$ cat src/rtl/outbuf_stream_pkg.sv
// Shared types and header layout for the output-buffer AXI-Stream drain stage.
// The optional header beat (OUTBUF_STREAM_HDR_EN) is built with make_header.
package outbuf_stream_pkg;

  typedef enum logic [1:0] {
    ST_IDLE  = 2'd0,
    ST_FETCH = 2'd1,
    ST_FLUSH = 2'd2,
    ST_DONE  = 2'd3
  } state_t;

  localparam logic [7:0] HDR_MAGIC = 8'hA5;
  localparam logic [7:0] HDR_PAD   = 8'h00;
  localparam int         HDR_CNT_W = 16;
  localparam int         HDR_W     = 32;

  // Header word: {magic, pad, word count}
  function automatic logic [HDR_W-1:0] make_header(input logic [HDR_CNT_W-1:0] cnt);
    return {HDR_MAGIC, HDR_PAD, cnt};
  endfunction

endpackage

$ cat src/rtl/outbuf_stream_fifo.sv
// Synchronous beat FIFO with occupancy output; head word is visible on rd_data
// without a read strobe (show-ahead), so it can drive TDATA directly.
module outbuf_stream_fifo
  import outbuf_stream_pkg::*;
#(
  parameter int DEPTH = 4,
  parameter int WIDTH = 33
) (
  input  logic                       clk,
  input  logic                       rst_n,
  input  logic                       wr_en,
  input  logic [WIDTH-1:0]           wr_data,
  input  logic                       rd_en,
  output logic [WIDTH-1:0]           rd_data,
  output logic [$clog2(DEPTH):0]     occupancy,
  output logic                       empty
);

  localparam int PTR_W = $clog2(DEPTH);

  logic [WIDTH-1:0] mem [DEPTH];
  logic [PTR_W-1:0] wr_ptr, rd_ptr;
  logic [PTR_W:0]   occ_q;

  always_ff @(posedge clk) begin
    if (wr_en) mem[wr_ptr] <= wr_data;
  end

  always_ff @(posedge clk or negedge rst_n) begin
    if (!rst_n) begin
      wr_ptr <= '0;
      rd_ptr <= '0;
      occ_q  <= '0;
    end else begin
      if (wr_en) wr_ptr <= wr_ptr + PTR_W'(1);
      if (rd_en) rd_ptr <= rd_ptr + PTR_W'(1);
      case ({wr_en, rd_en})
        2'b10:   occ_q <= occ_q + (PTR_W+1)'(1);
        2'b01:   occ_q <= occ_q - (PTR_W+1)'(1);
        default: occ_q <= occ_q;
      endcase
    end
  end

  assign rd_data   = mem[rd_ptr];
  assign occupancy = occ_q;
  assign empty     = (occ_q == '0);

endmodule

$ cat src/rtl/outbuf_axis_streamer.sv
// Drains a word range of the output buffer (registered read port) into an
// AXI-Stream master. Optional header beat: define OUTBUF_STREAM_HDR_EN.
module outbuf_axis_streamer
  import outbuf_stream_pkg::*;
#(
  parameter int ADDR_WIDTH  = 15,
  parameter int AXIS_DWIDTH = 32,
  parameter int FIFO_DEPTH  = 4
) (
  input  logic                    clk,
  input  logic                    rst_n,
  input  logic                    start,
  input  logic [ADDR_WIDTH-1:0]   start_addr,
  input  logic [ADDR_WIDTH:0]     end_addr,
  output logic                    buf_req,
  output logic [ADDR_WIDTH-1:0]   buf_addr,
  input  logic [AXIS_DWIDTH-1:0]  buf_data,
  output logic [AXIS_DWIDTH-1:0]  m_axis_tdata,
  output logic                    m_axis_tvalid,
  input  logic                    m_axis_tready,
  output logic                    m_axis_tlast,
  output logic                    busy,
  output logic                    done,
  output logic [ADDR_WIDTH:0]     beat_count
);

  localparam int OCC_W = $clog2(FIFO_DEPTH) + 1;

  state_t                 state, state_nxt;
  logic [ADDR_WIDTH-1:0]  addr_q;
  logic [ADDR_WIDTH:0]    end_lat;
  logic [ADDR_WIDTH:0]    cnt_q;
  logic                   vld_p1, last_p1;

  logic                   start_acc, empty_rng, credit_ok, issue, is_last_rd, pop;
  logic                   fifo_wr, fifo_empty;
  logic [AXIS_DWIDTH:0]   fifo_wdata, fifo_rdata;
  logic [OCC_W-1:0]       occ;

  assign start_acc  = start && ((state == ST_IDLE) || (state == ST_DONE));
  assign empty_rng  = (end_addr <= {1'b0, start_addr});
  // Credit counts the read still in the buffer pipeline; a same-cycle pop earns nothing
  assign credit_ok  = ({1'b0, occ} + {{OCC_W{1'b0}}, vld_p1}) < (OCC_W+1)'(FIFO_DEPTH);
  assign issue      = (state == ST_FETCH) && credit_ok;
  assign is_last_rd = (({1'b0, addr_q} + (ADDR_WIDTH+1)'(1)) == end_lat);
  assign pop        = m_axis_tvalid && m_axis_tready;

  always_comb begin
    state_nxt = state;
    case (state)
      ST_IDLE, ST_DONE: begin
        if (start) begin
`ifdef OUTBUF_STREAM_HDR_EN
          state_nxt = empty_rng ? ST_FLUSH : ST_FETCH;
`else
          state_nxt = empty_rng ? ST_DONE : ST_FETCH;
`endif
        end
      end
      ST_FETCH: begin
        if (issue && is_last_rd) state_nxt = ST_FLUSH;
      end
      ST_FLUSH: begin
        // Leave as the final beat is accepted so done lands the cycle after it
        if (!vld_p1 && (fifo_empty || ((occ == OCC_W'(1)) && pop))) state_nxt = ST_DONE;
      end
      default: state_nxt = ST_IDLE;
    endcase
  end

  always_ff @(posedge clk or negedge rst_n) begin
    if (!rst_n) begin
      state   <= ST_IDLE;
      addr_q  <= '0;
      end_lat <= '0;
      cnt_q   <= '0;
      vld_p1  <= 1'b0;
      last_p1 <= 1'b0;
    end else begin
      state   <= state_nxt;
      vld_p1  <= issue;
      last_p1 <= issue && is_last_rd;
      if (start_acc) begin
        addr_q  <= start_addr;
        end_lat <= end_addr;
      end else if (issue && !is_last_rd) begin
        addr_q  <= addr_q + ADDR_WIDTH'(1);
      end
      if (start_acc)  cnt_q <= '0;
      else if (pop)   cnt_q <= cnt_q + (ADDR_WIDTH+1)'(1);
    end
  end

  // p1 -> FIFO: buffer dout is valid the cycle after the read address
`ifdef OUTBUF_STREAM_HDR_EN
  logic [HDR_CNT_W-1:0] hdr_cnt;
  assign hdr_cnt    = empty_rng ? '0 : HDR_CNT_W'(end_addr - {1'b0, start_addr});
  assign fifo_wr    = vld_p1 || start_acc;
  assign fifo_wdata = start_acc ? {empty_rng, AXIS_DWIDTH'(make_header(hdr_cnt))}
                                : {last_p1, buf_data};
`else
  assign fifo_wr    = vld_p1;
  assign fifo_wdata = {last_p1, buf_data};
`endif

  outbuf_stream_fifo #(
    .DEPTH (FIFO_DEPTH),
    .WIDTH (AXIS_DWIDTH + 1)
  ) u_fifo (
    .clk       (clk),
    .rst_n     (rst_n),
    .wr_en     (fifo_wr),
    .wr_data   (fifo_wdata),
    .rd_en     (pop),
    .rd_data   (fifo_rdata),
    .occupancy (occ),
    .empty     (fifo_empty)
  );

  assign m_axis_tvalid = !fifo_empty;
  assign m_axis_tdata  = fifo_empty ? '0 : fifo_rdata[AXIS_DWIDTH-1:0];
  assign m_axis_tlast  = !fifo_empty && fifo_rdata[AXIS_DWIDTH];
  assign busy          = (state == ST_FETCH) || (state == ST_FLUSH);
  assign done          = (state == ST_DONE);
  assign buf_req       = (state == ST_FETCH) || ((state == ST_FLUSH) && vld_p1);
  assign buf_addr      = addr_q;
  assign beat_count    = cnt_q;

endmodule

$ cat config.mk
export PLATFORM = sky130hd
export DESIGN_NAME = outbuf_axis_streamer
export DESIGN_NICKNAME = d
export VERILOG_FILES = /design/src/rtl/outbuf_stream_pkg.sv /design/src/rtl/outbuf_stream_fifo.sv /design/src/rtl/outbuf_axis_streamer.sv
export SDC_FILE = /design/constraint.sdc
export NUM_CORES = 1
export LEC_CHECK = 0
export ABC_AREA = 1
export CAP_MARGIN = 20
export CELL_PAD_IN_SITES_DETAIL_PLACEMENT = 0
export CELL_PAD_IN_SITES_GLOBAL_PLACEMENT = 1
export CORE_MARGIN = 4
export CORE_UTILIZATION = 49
export CTS_CLUSTER_SIZE = 16
export DETAILED_ROUTE_END_ITERATION = 10
export DONT_BUFFER_PORTS = 1
export PLACE_DENSITY = 0.88
export SYNTH_ARGS = -nofsm -noshare
export SYNTH_HDL_FRONTEND = slang
export SYNTH_SLANG_ARGS = --single-unit
$ cat constraint.sdc
create_clock -name clk -period 2.5 [get_ports clk]
set_input_delay 0.75 -clock clk [delete_from_list [all_inputs] [get_ports clk]]
set_output_delay 0.75 -clock clk [all_outputs]
set_load 0.03 [all_outputs]
==> impl_table.tex <==
\begin{tabular}{lr}
\hline
Metric & Value \\
\hline
\multicolumn{2}{l}{\textbf{Critical path}} \\
Largest driver fanout on the critical path & 11 \\
Crit. Startpoint & u\_fifo.rd\_ptr[0]\$\_DFFE\_PN0P\_ \\
Reg2Reg Setup Slack & $\sim$0.24 ns \\
Critical Path Sink Type & output pin \\
Data arrival time of the worst path & 1.76 ns \\
Capturing point of the worst reg2reg path & buf\_addr[0]\$\_DFFE\_PN0P\_ \\
Worst r2r src & buf\_addr[4]\$\_DFFE\_PN0P\_ \\
CP required & 1.75 ns \\
Setup crit end & m\_axis\_tdata[11] \\
Worst Setup Start Kind & flip-flop \\
Type of the worst setup path & reg2out \\
R2r worst-path depth & 14 \\
\multicolumn{2}{l}{\textbf{Pwr}} \\
PD cells & 1350 nW/um2 \\
Reg power frac & roughly 30\% \\
P\_leak & 4.546 nW \\
Clock group share of total power & 19.0\% \\
P\_int & around 8.5 mW \\
Switching power summed over all nets & 6.500 mW \\
VDD IR-drop max & 0.6887 mV \\
Fraction of power spent switching nets & 43.47\% \\
Share of total power in combinational logic & 51.5\% \\
\multicolumn{2}{l}{\textbf{Logic synthesis}} \\
EDFF count, synth & 132 \\
Cell area after synthesis & a little over 9000 um2 \\
Number of synthesized register bits & between 150 and 200 \\
Mapped Cells & 952 \\
Post-Syn Area per Cell & 9.560 um2 \\
Number of library cell types mapped by synthesis & 35 \\
Synthesized Nets & 1050 \\
Warnings, synthesis & 0 \\
Async set-reset flop share out of synthesis & 30.53\% \\
Ys flop type & sky130\_fd\_sc\_hd\_\_edfxtp\_1 \\
Part of the Yosys area used for sequential elements & 59.50\% \\
\multicolumn{2}{l}{\textbf{Layout}} \\
Leading cell types in the layout, fill and taps excluded & sky130\_fd\_sc\_hd\_\_nor2\_1, sky130\_fd\_sc\_hd\_\_nand2\_1, sky130\_fd\_sc\_hd\_\_edfxtp\_1, sky130\_fd\_sc\_hd\_\_inv\_1, sky130\_fd\_sc\_hd\_\_o21ai\_0 \\
Most common cell after layout, fill and taps aside & sky130\_fd\_sc\_hd\_\_nor2\_1 \\
Diode insertion count for antenna repair & 0 \\
Core utilization of the finished layout & 61.25\% \\
Area of all placed cells without fillers & 11080 um2 \\
Ratio of cells with drive above 1 in the final layout & 18.79\% \\
Area added between synthesis and finish & 21.72\% \\
Count of filler cells inserted in the layout & 1476 \\
Layout Nets & 1128 \\
\multicolumn{2}{l}{\textbf{Clock network}} \\
Clock Sink Count & 190 \\
Cts bufs inserted & 17 \\
Max Buffers Root-to-Sink & 2 \\
Number of H-tree levels & 4 \\
Clock transition time at the flip-flop clock pins of the worst setup and hold paths & 0.08 ns \\
TritonCTS clock tree & yes \\
Clock Latency Late Sink & around 0.44 ns \\
Clock root buffer master & sky130\_fd\_sc\_hd\_\_clkbuf\_16 \\
\multicolumn{2}{l}{\textbf{Floorplanning}} \\
Area of the placeable core & 18090 um2 \\
Top-level port count & 135 \\
Die boundary height & 144.3 um \\
Die W & roughly 140 um \\
FP Rows & 49 \\
Total die area & roughly 21000 um2 \\
Initial Utilization & 50.32\% \\
\multicolumn{2}{l}{\textbf{Run}} \\
Max Cap Viol & 0 \\
\multicolumn{2}{l}{\textbf{Timing}} \\
RSZ-0062 raised after global routing & true \\
Worst setup margin & -0.009452 ns \\
Setup\_tns & -0.009452 ns \\
Worst-case headroom to the max-slew limit & approximately 66\% \\
Final setup skew & $\sim$0.012 ns \\
Least-Margin Pin Slew & 0.5079 ns \\
Number of pins exceeding their max-slew limit in the final report & 0 \\
Fraction of the cycle the final worst path needs & 100.4\% \\
Final min period & around 2.5 ns \\
Number of hold-slack violations in the final timing report & 0 \\
Final number of setup-violating endpoints & 1 \\
Max Fclk & $\sim$0.4 GHz \\
\multicolumn{2}{l}{\textbf{Global routing}} \\
Vias in the first global route & 6683 \\
Maximum number of pins on one net before global-route repair & 55 \\
Overflow left after global routing & 0 \\
First-pass GRT wire length & 33.87 mm \\
Number of antenna violations at the first check in global routing & 0 \\
Total routing usage reported by global routing & roughly a fifth \\
\multicolumn{2}{l}{\textbf{Route}} \\
Post-route DRC violation count & 0 \\
Total wire length after detailed routing & 21.89 mm \\
Via count & 6821 \\
Routed length per placed instance & 17.21 um \\
Antenna violation net count after detailed routing & 0 \\
Length of the first detailed-routing pass in iterations & 5 \\
Violation count after the first detailed-routing iteration & 375 \\
Detail-routed via count per cell & roughly 5.4 \\
\multicolumn{2}{l}{\textbf{Run status}} \\
Status & finished, violations left \\
Violations in the final reports & negative setup slack \\
\multicolumn{2}{l}{\textbf{Min path}} \\
Path class of the lowest-slack min-delay path & in2async \\
\multicolumn{2}{l}{\textbf{Placement}} \\
Post-DP HPWL & approximately 14 mm \\
Final GP Congestion & just under 0.9 \\
Placed cell area & 9857 um2 \\
Number of input and output port buffers inserted & 0 \\
DP Worst Slack & about 0.14 ns \\
\hline
\end{tabular}
## registers in the layout (all words and copies together), names as in the netlist
signal / cells
end_lat: 16
fifo_wr: 1
u_fifo.wr_ptr: 2
u_fifo.occupancy: 3
last_p1: 1
u_fifo.rd_ptr: 2
beat_count: 16
state: 2
u_fifo.mem: 132
buf_addr: 15
## cell type report
cell class	count	area, um2	share of cell area [%]
Multi-Input combinational cell	639	3388	30.59
Tap cell	229	286.5	2.586
Sequential cell	190	5419	48.92
Timing Repair Buffer	97	1015	9.160
Clock inverter	15	210.2	1.897
Inverter	85	334.1	3.016
Clock buffer	17	425.4	3.840
## worst min-delay path by stage
stage	cells after the start	endpoint	slack, ns
final	1	buf_addr[6]$_DFFE_PN0P_	0.15
after detailed placement	0	buf_addr[6]$_DFFE_PN0P_	0.46
after global placement	0	end_lat[7]$_DFFE_PN0P_	0.46
after global routing	1	end_lat[7]$_DFFE_PN0P_	0.15
after floorplan	0	beat_count[0]$_DFFE_PN0P_	0.45
after CTS	1	buf_addr[6]$_DFFE_PN0P_	0.16
## per-layer routing
metal,share of wire [%],up-vias,track usage (%)
li1,-,3369,-
met4,2.7,0,8.198
met5,0,-,0
met3,8.7,40,7.011
met1,40,3187,25.40
met2,49,225,35.11
## synth_stat cells (all sizes together), types with 2 or more instances
cell,number,area (um2)
nor2,188,740.7
nand2,151,589.3
edfxtp,132,3964
o21ai,111,585.6
inv,84,315.3
nand3,61,320.3
dfrtp,58,1451
a21oi,57,285.3
clkbuf,31,116.4
ha,31,387.9
nand4,11,68.82
buf,7,41.28
nor3,7,35.03
xor2,6,60.06
o21a,3,22.52
xnor2,3,26.28
nand3b,2,15.01
or2,2,12.51
## metrics by stage
stage                     power, mW  hold slack (ns)  cells
final                         14.95           0.1460   1272
after global routing          15.92           0.1539   1272
after CTS                     14.50           0.1647   1264
after detailed placement      10.97           0.4565   1223
after global placement        10.91           0.4567   1223
after floorplan               8.892           0.4544    952
## power by group through the flow
stage / Combinational, mW / Sequential, mW / Clock, mW
after floorplan: 4.28 / 4.62 / 0
after global placement: 6.43 / 4.48 / 0
after detailed placement: 6.48 / 4.49 / 0
after CTS: 7.19 / 4.42 / 2.89
after global routing: 8.39 / 4.48 / 3.05
final: 7.70 / 4.41 / 2.85
## cell families (layout without fill, tap and decap cells)
| group | Yosys count | after routing | synth area share (%) |
|---|---|---|---|
| flip-flops | 190 | 190 | 59.50 |
| adder cells (fa/ha/maj) | 31 | 31 | 4.262 |
| AO/OA/AOI/OAI | 174 | 174 | 10.08 |
| AND/OR/NAND/NOR | 424 | 424 | 19.71 |
| buffers and inverters | 123 | 214 | 5.238 |
| XOR/XNOR | 10 | 10 | 1.210 |
## worst max-delay path: stages (launching register included)
cell                        delay [ns]
sky130_fd_sc_hd__dfrtp_2          0.42
sky130_fd_sc_hd__buf_12           0.15
sky130_fd_sc_hd__inv_8            0.11
sky130_fd_sc_hd__clkbuf_16        0.17
sky130_fd_sc_hd__o21ai_0          0.10
sky130_fd_sc_hd__a21oi_1          0.19
sky130_fd_sc_hd__buf_4            0.19
## repair_timing
item	4_1_cts	5_1_grt
gates cloned	3	3
hold endpoints to repair	54	0
pin swaps	1	10
setup endpoints to repair	33	50
hold buffers	2	0
buffers inserted	4	5
gates resized for setup	53	58
Power figures use the tool's default switching activity.
